<file path="src/rtl/force_fetch_sequencer.sv">
// force_fetch_sequencer: after a force pass, waits for the force cache write
// buffers to drain, sweeps particle IDs 0..N-1 through the shared cache read
// port, and streams {home lanes, neighbour force, particle ID} to motion update.
// Reads are credit-limited so the show-ahead output FIFO can never overflow.
//
// Ports:
//   clk, rst                  clock, synchronous active-high reset
//   i_start, i_num_particles  start pulse and particle count N (latched in IDLE)
//   i_home_buf_empty          home force cache write buffers empty
//   i_nb_buf_empty            neighbour force cache write buffer empty
//   i_home_frc, i_nb_frc      cache read data, RD_LATENCY cycles after o_MU_rd_en
//   o_MU_rd_addr, o_MU_rd_en  cache read port
//   o_home_frc, o_nb_frc,
//   o_parid, o_frc_valid      FIFO head toward MU
//   i_frc_ready               MU accepts the head
//   o_busy, o_done            pass in progress / one-cycle end-of-pass pulse
//   o_stall_cycles            only with FORCE_FETCH_STATS_EN: stalled valid cycles
//
// Optional feature macro: FORCE_FETCH_STATS_EN
module force_fetch_sequencer #(
   parameter int unsigned FLOAT_STRUCT_WIDTH = 96,
   parameter int unsigned NUM_PES_PER_CELL   = 2,
   parameter int unsigned PARTICLE_ID_WIDTH  = 7,
   parameter int unsigned RD_LATENCY         = 2,
   parameter int unsigned FIFO_DEPTH         = 4
) (
   input  logic                                          clk,
   input  logic                                          rst,
   input  logic                                          i_start,
   input  logic [PARTICLE_ID_WIDTH:0]                    i_num_particles,
   input  logic                                          i_home_buf_empty,
   input  logic                                          i_nb_buf_empty,
   input  logic [FLOAT_STRUCT_WIDTH*NUM_PES_PER_CELL-1:0] i_home_frc,
   input  logic [FLOAT_STRUCT_WIDTH-1:0]                 i_nb_frc,
   output logic [PARTICLE_ID_WIDTH-1:0]                  o_MU_rd_addr,
   output logic                                          o_MU_rd_en,
   output logic [FLOAT_STRUCT_WIDTH*NUM_PES_PER_CELL-1:0] o_home_frc,
   output logic [FLOAT_STRUCT_WIDTH-1:0]                 o_nb_frc,
   output logic [PARTICLE_ID_WIDTH-1:0]                  o_parid,
   output logic                                          o_frc_valid,
   input  logic                                          i_frc_ready,
`ifdef FORCE_FETCH_STATS_EN
   output logic [31:0]                                   o_stall_cycles,
`endif
   output logic                                          o_busy,
   output logic                                          o_done
);

   localparam int unsigned HW = FLOAT_STRUCT_WIDTH * NUM_PES_PER_CELL;
   localparam int unsigned FW = FLOAT_STRUCT_WIDTH;
   localparam int unsigned PW = PARTICLE_ID_WIDTH;
   localparam int unsigned NW = PARTICLE_ID_WIDTH + 1;
   localparam int unsigned EW = HW + FW + PW;
   localparam int unsigned AW = $clog2(FIFO_DEPTH);
   localparam int unsigned CW = $clog2(FIFO_DEPTH) + 1;
   localparam int unsigned SW = CW + 1;

   typedef enum logic [2:0] {S_IDLE, S_DRAIN, S_READ, S_FLUSH, S_DONE} state_t;

   state_t          r_state;
   state_t          w_state_nxt;
   logic [NW-1:0]   r_num;
   logic [NW-1:0]   r_addr;
   logic [PW-1:0]   r_last_addr;
   logic            r_empty_prev;
   logic            w_rd_en;
   logic            w_both_empty;
   logic            w_credit;
   logic            w_last_addr;

   logic [RD_LATENCY-1:0] r_pipe_vld;
   logic [PW-1:0]   r_pipe_id [RD_LATENCY];
   logic [CW-1:0]   r_inflight;

   logic [EW-1:0]   r_mem [FIFO_DEPTH];
   logic [AW-1:0]   r_wr_ptr;
   logic [AW-1:0]   r_rd_ptr;
   logic [CW-1:0]   r_fifo_count;
   logic            w_push;
   logic            w_pop;
   logic            w_valid;
   logic [EW-1:0]   w_head;

   assign w_both_empty = i_home_buf_empty && i_nb_buf_empty;
   // Credit: a slot is reserved in the FIFO for every read still in the pipe.
   assign w_credit     = (SW'(r_inflight) + SW'(r_fifo_count)) < SW'(FIFO_DEPTH);
   assign w_last_addr  = (r_addr + NW'(1)) == r_num;

   // Next-state and read-issue decode
   always_comb begin
      w_state_nxt = r_state;
      w_rd_en     = 1'b0;
      case (r_state)
         S_IDLE:  if (i_start) w_state_nxt = S_DRAIN;
         S_DRAIN: if (w_both_empty && r_empty_prev)
                     w_state_nxt = (r_num == '0) ? S_FLUSH : S_READ;
         S_READ: begin
            w_rd_en = w_credit;
            if (w_credit && w_last_addr) w_state_nxt = S_FLUSH;
         end
         S_FLUSH: if ((r_inflight == '0) && (r_fifo_count == '0)) w_state_nxt = S_DONE;
         S_DONE:  w_state_nxt = S_IDLE;
         default: w_state_nxt = S_IDLE;
      endcase
   end

   // State register and sweep control
   always_ff @(posedge clk) begin
      if (rst) begin
         r_state      <= S_IDLE;
         r_num        <= '0;
         r_addr       <= '0;
         r_last_addr  <= '0;
         r_empty_prev <= 1'b0;
      end else begin
         r_state <= w_state_nxt;
         if ((r_state == S_IDLE) && i_start) begin
            r_num  <= i_num_particles;
            r_addr <= '0;
         end
         // Both buffers must read empty on two back-to-back DRAIN cycles.
         r_empty_prev <= (r_state == S_DRAIN) && w_both_empty;
         if (w_rd_en) begin
            r_addr      <= r_addr + NW'(1);
            r_last_addr <= r_addr[PW-1:0];
         end
      end
   end

   // Read pipe tracking {valid, parid} alongside the cache latency
   always_ff @(posedge clk) begin
      if (rst) begin
         r_pipe_vld <= '0;
         r_pipe_id  <= '{default: '0};
         r_inflight <= '0;
      end else begin
         r_pipe_vld[0] <= w_rd_en;
         r_pipe_id[0]  <= r_addr[PW-1:0];
         for (int i = 1; i < int'(RD_LATENCY); i++) begin
            r_pipe_vld[i] <= r_pipe_vld[i-1];
            r_pipe_id[i]  <= r_pipe_id[i-1];
         end
         r_inflight <= r_inflight + CW'(w_rd_en) - CW'(w_push);
      end
   end

   assign w_push  = r_pipe_vld[RD_LATENCY-1];
   assign w_valid = (r_fifo_count != '0);
   assign w_pop   = w_valid && i_frc_ready;
   assign w_head  = r_mem[r_rd_ptr];

   // FIFO storage; contents need no reset because the head is gated by valid
   always_ff @(posedge clk) begin
      if (w_push) r_mem[r_wr_ptr] <= {i_home_frc, i_nb_frc, r_pipe_id[RD_LATENCY-1]};
   end

   // FIFO pointers and occupancy
   always_ff @(posedge clk) begin
      if (rst) begin
         r_wr_ptr     <= '0;
         r_rd_ptr     <= '0;
         r_fifo_count <= '0;
      end else begin
         if (w_push) r_wr_ptr <= r_wr_ptr + AW'(1);
         if (w_pop)  r_rd_ptr <= r_rd_ptr + AW'(1);
         r_fifo_count <= r_fifo_count + CW'(w_push) - CW'(w_pop);
      end
   end

   a_fifo_no_overflow: assert property (@(posedge clk) disable iff (rst)
      !(w_push && !w_pop && (r_fifo_count == CW'(FIFO_DEPTH))));

`ifdef FORCE_FETCH_STATS_EN
   logic [31:0] r_stall_cycles;

   // Saturating count of cycles where MU holds off a valid head
   always_ff @(posedge clk) begin
      if (rst) begin
         r_stall_cycles <= '0;
      end else if ((r_state == S_IDLE) && i_start) begin
         r_stall_cycles <= '0;
      end else if (w_valid && !i_frc_ready && (r_stall_cycles != '1)) begin
         r_stall_cycles <= r_stall_cycles + 32'd1;
      end
   end

   assign o_stall_cycles = r_stall_cycles;
`else
   // Stall statistics not built.
`endif

   assign o_MU_rd_en   = w_rd_en;
   assign o_MU_rd_addr = w_rd_en ? r_addr[PW-1:0] : r_last_addr;
   assign o_frc_valid  = w_valid;
   assign o_home_frc   = w_valid ? w_head[EW-1 -: HW]      : '0;
   assign o_nb_frc     = w_valid ? w_head[PW+FW-1 -: FW]   : '0;
   assign o_parid      = w_valid ? w_head[PW-1:0]          : '0;
   assign o_busy       = (r_state != S_IDLE);
   assign o_done       = (r_state == S_DONE);

endmodule
</file>
<file path="config.mk">
export PLATFORM = sky130hd
export DESIGN_NAME = force_fetch_sequencer
export DESIGN_NICKNAME = d
export VERILOG_FILES = /design/src/rtl/force_fetch_sequencer.sv
export SDC_FILE = /design/constraint.sdc
export NUM_CORES = 1
export LEC_CHECK = 0
export ABC_AREA = 1
export CORE_AREA = 2 2 298 300
export CTS_BUF_LIST = sky130_fd_sc_hd__clkbuf_8
export DETAILED_ROUTE_END_ITERATION = 10
export DIE_AREA = 0 0 300 302
export PLACE_DENSITY = 0.79
export SLEW_MARGIN = 20
export SYNTH_ARGS = -nofsm -noshare
export SYNTH_HDL_FRONTEND = slang
export SYNTH_SLANG_ARGS = --single-unit
</file>
<file path="constraint.sdc">
create_clock -name clk -period 8.9 [get_ports clk]
set_clock_uncertainty 0.05 [all_clocks]
set_input_delay 1.78 -clock clk [delete_from_list [all_inputs] [get_ports clk]]
set_output_delay 1.78 -clock clk [all_outputs]
set_load 0.005 [all_outputs]
</file>
Word level (Yosys, flattened, before mapping)
Memory sizes are Yosys's and may differ from the RTL's. A register that Yosys moved wholly into a read port is not among the register bits.
Index checks and enable logic that the tools add are counted.
{ "op_classes": {"n_reduce_logical": 15, "order_cmp": 1, "mux": 17, "n_eq_ne": 9, "add_sub_neg": 8} }
{ "ops": {"columns": ["op", "count"], "rows": [
  ["2-to-1 mux 192 bit", 1],
  ["2-to-1 mux 96 bit", 1],
  ["2-to-1 mux 8 bit", 2],
  ["2-to-1 mux 7 bit", 2],
  ["2-to-1 mux 3 bit", 4],
  ["case mux 3 bit (4 select lines)", 1],
  ["zero test 3 bit", 3],
  ["adder 8 x 1 -> 8 bit, second input constant", 1],
  ["equality test 8 bit", 1],
  ["zero test 8 bit", 1],
  ["!= test 2 bit, second input constant", 4],
  ["logical AND 1 bit", 7],
  ["adder 3 x 1 -> 3 bit", 2],
  ["equality test 3 x 2 -> 1 bit, second input constant", 2],
  ["nonzero test 3 bit", 2],
  ["subtractor 3 x 1 -> 3 bit", 2],
  ["adder 2 x 1 -> 2 bit, second input constant", 2],
  ["adder 3 x 3 -> 4 bit", 1],
  ["less-than comparator 4 x 3 -> 1 bit, second input constant", 1],
  ["2-to-1 mux 1 bit", 4],
  ["2-to-1 mux 2 bit", 2],
  ["AND reduction 4 bit", 1],
  ["equality test 3 x 1 -> 1 bit, second input constant", 1],
  ["equality test 3 bit, second input constant", 1],
  ["nonzero test 2 bit", 1]
]} }
{ "word_totals": {"ramBits": 1180, "reg_bits": 53, "mem_count": 1} }
{ "mem_list": {"columns": ["name", "words", "width", "rd", "rd_ports_with_merged_regs", "wr", "line", "text"], "rows": [
  ["r_mem", 4, 295, 1, 1, 1, "75", "logic [EW-1:0] r_mem [FIFO_DEPTH];"]
]} }

Logic depth before layout (Yosys ltp)
{ "depth": {"word_depth": 5, "mapped_depth": 14, "mapped_depth_nobuf": 14} }

Worst setup path before layout
OpenSTA, ideal clock, no wires.
{ "synth_timing": {"path_type": "register to register", "startpoint": "register r_wr_ptr[0]", "endpoint": "memory r_mem[2][0] (netlist bit), enable pin", "path_slack_ns": 1.895, "period_less_slack_ns": 7.005, "arrival_ns": 6.308, "path_stages_with_launch": 5, "setup_ns": 0.646, "path_buffers": 0, "path_cell_list": "dfxtp_1 inv_1 ha_1 nand2_1 inv_1"} }
{ "synth_rtl": {"columns": ["item", "line", "text"], "rows": [
  ["start, declared", "76", "logic [AW-1:0] r_wr_ptr;"],
  ["start signal, assigned", "164", "if (w_push) r_wr_ptr <= r_wr_ptr + AW'(1);"],
  ["end, declared", "75", null]
]} }
No word-level cell before the write port.

==> results.txt <==
Clk buf depth -> 3
Placement Rows -> 109
Crit path buffers/inverters -> 3
Reg2reg start -> r_fifo_count[1]
Chip height -> 302 um
Remaining DRCs -> 0
1st-iter DRT viols -> 2929
CP delay by family, top -> buffers and inverters
Post-DP Area -> 0.0546 mm2
Placed Cells incl. Taps -> 5371
Detailed Place HPWL -> 64400 um
Clock root cell -> clkbuf_8
Syn Inst Count -> 3811
R2R depth -> 11
Core Box Area -> 0.0876 mm2
H-tree lvl count -> 4
Worst hold slack -> 0.345 ns
Crit Path Class -> register to primary output
Design area -> 0.0581 mm2
Reg2reg setup slack -> 5.53 ns
Pleak -> 19.7 nW
Cts repair resizes -> 0
Vias in the first global route -> 30253
Crit start category -> register
Post-synth ARST share -> 0%
Number of synthesized flops with an enable pin -> 1180
Tcrit/Tclk final -> 69.9%
Worst Path Arrival -> 4.39 ns
Die ar. -> 0.0906 mm2
Area grow syn2layout -> 21.6%
Min Tclk post-route -> 6.22 ns
Worst slew pin tran -> 1.38 ns
Syn Area/Cell -> 12.5 um2
Drt wl/cell -> 20.2 um
Drt pass-1 iters -> 5
GRT Residual Overflow -> 0
CTS tree -> built
Initial antenna violation count -> 16
Number of max-cap violations -> 0
Clock Latency Late Sink -> 0.83 ns
First-pass GRT wire length -> 172000 um
Setup tns final -> 0 ns
RR Endpoint -> r_fifo_count[2]
Worst Path Required -> 7.07 ns
Num CTS Buffers -> 188
Drt total wl -> 116000 um
Post-synthesis sequential area ratio -> 76.5%
CP max stage delay -> 0.71 ns
Worst-path clk slew -> 0.06 ns
GPL Wtd Cong -> 0.809
Register bit count reported by yosys -> 1235
Critical Path Sink Type -> primary output
Final setup violation count -> 0
Crit path to -> o_home_frc[185]
Hold/Removal Path Class -> register to register
Buffers on Ports -> 607
Post-route ant nets -> 0
Area leader, netlist -> edfxtp_1
Final count of hold timing violations -> 0
RSZ-0062 raised after global routing -> no
Syn Nets -> 4126
TritonCTS Sinks -> 1235
Layout net count -> 4711
Number of top-level pins -> 608
Via/cell ratio -> 5.48
Worst-path cell chain -> inv_8, buf_12, o21ai_0, a21oi_1, clkdlybuf4s50_1
Post-CTS setup buffers -> 0
Post-cts hold buffer count -> 0
Fin cells -> 5730
Synth cell types -> 33
Slowest-stage cell, CP -> inv_8
Yosys Warn Count -> 0
Levels on crit path -> 5
VDD IR max -> 0.320 mV
Power Total -> 15.3 mW
Slew headroom -> 7.99%
Overall routing resource usage -> 24.8%
Synth top area cells -> edfxtp_1 74%, nor2_1 9.6%, o21ai_0 5.9%
Fmax -> 0.161 GHz
Pin count of the biggest net entering global routing -> 267
Status -> complete, no violations
Share of the synthesized area in the top cell type -> 74.2%
Via count -> 31391
Area of the mapped netlist -> 0.0477 mm2
Layout cell share with drive strength beyond 1 -> 6.13%
Crit-path max FO -> 266
Max-slew violation count -> 0
Starting Density -> 54.5%
Die width -> 300 um
Ys flop type -> edfxtp_1
Pwr dens -> 263 mW/mm2
kinds of logic (layout without fill, tap and decap cells):
group / count (synthesis) / after routing / synth area share [%]
xor+xnor: 2 / 2 / 0.0367
buf+inv: 303 / 1042 / 2.63
simple gates: 1323 / 1323 / 10.6
fa+ha+maj: 13 / 13 / 0.372
flops: 1235 / 1235 / 76.5
other cells: 0 / 15 / 0
compound gates: 935 / 935 / 9.84
cell usage in the layout (no fill, tap or decap), drive strengths merged, types with 26 or more instances in the layout:
master / instances
edfxtp: 1180
clkinv: 64
inv: 142
buf: 26
clkdlybuf4s50: 607
clkbuf: 196
nor2: 1226
nand2: 59
a21oi: 319
dfxtp: 55
o21ai: 611
worst min-delay path by stage:
stage | end | depth (start not counted) | from
6_report | r_pipe_id[4] | 2 | r_pipe_id[11]
5_1_grt | r_pipe_id[3] | 2 | r_pipe_id[10]
4_1_cts | r_pipe_id[5] | 2 | r_pipe_id[12]
3_5_place_dp | r_pipe_id[3] | 2 | r_pipe_id[10]
3_3_place_gp | r_pipe_id[3] | 2 | r_pipe_id[10]
2_1_floorplan | r_pipe_id[0] | 2 | r_pipe_id[7]
per-stage QoR:
step	setup slack [ns]	utilization (%)
finish	2.68	66.3
detailed placement	3.71	62.4
floorplan	1.90	-
global placement	3.75	62.4
global route	2.40	66.3
CTS	2.71	66.3
synth_stat cells, types with 3 or more instances:
cell type and count:
a21oi_1 318, buf_1 29, buf_2 82, buf_4 4
clkbuf_1 123, dfxtp_1 55, edfxtp_1 1180, ha_1 11
inv_1 62, inv_2 3, nand2_1 54, nand2_2 5
nand3_1 18, nand4_1 5, nor2_1 1224, nor3_1 3
o21ai_0 564, o21ai_1 47, or2_2 7
tightest hold or removal path: stages, from the launching register on:
cell and delay [ns]:
dfxtp_1 0.29, inv_1 0.04, nor2_1 0.03
power by group:
group	total, mW	internal, mW	switching, mW
Combinational	4.37	1.87	2.50
Sequential	6.65	6.55	0.0991
Clock	4.24	2.13	2.11
Total	15.3	10.6	4.71
sequential cells by signal (all words and copies together) (netlist names), named ones only:
name,cells
r_mem,1180
r_pipe_id,14
r_addr,8
r_num,8
r_last_addr,7
r_fifo_count,3
r_inflight,3
r_state,3
r_pipe_vld,2
r_rd_ptr,2
r_wr_ptr,2
r_empty_prev,1
area by class of cell:
class	count	area, um2
tap	1165	1460
clock inverter	148	722
antenna	15	37.5
clock buffer	196	2700
sequential	1235	36500
fill	6042	29500
multi-input combinational	2273	9960
inverter	65	289
timing repair buffer	633	6370
layer usage:
metal	part of all wire, %	up-vias	wire length [um]	GRT usage (%)
met4	3.0	16	3490	9.37
li1	-	14694	-	-
met2	50	1189	57500	40.8
met5	0.089	-	103	0
met3	9.1	225	10500	7.93
met1	38	15267	44000	30.8
No activity file was read; power rests on OpenSTA's default activity.
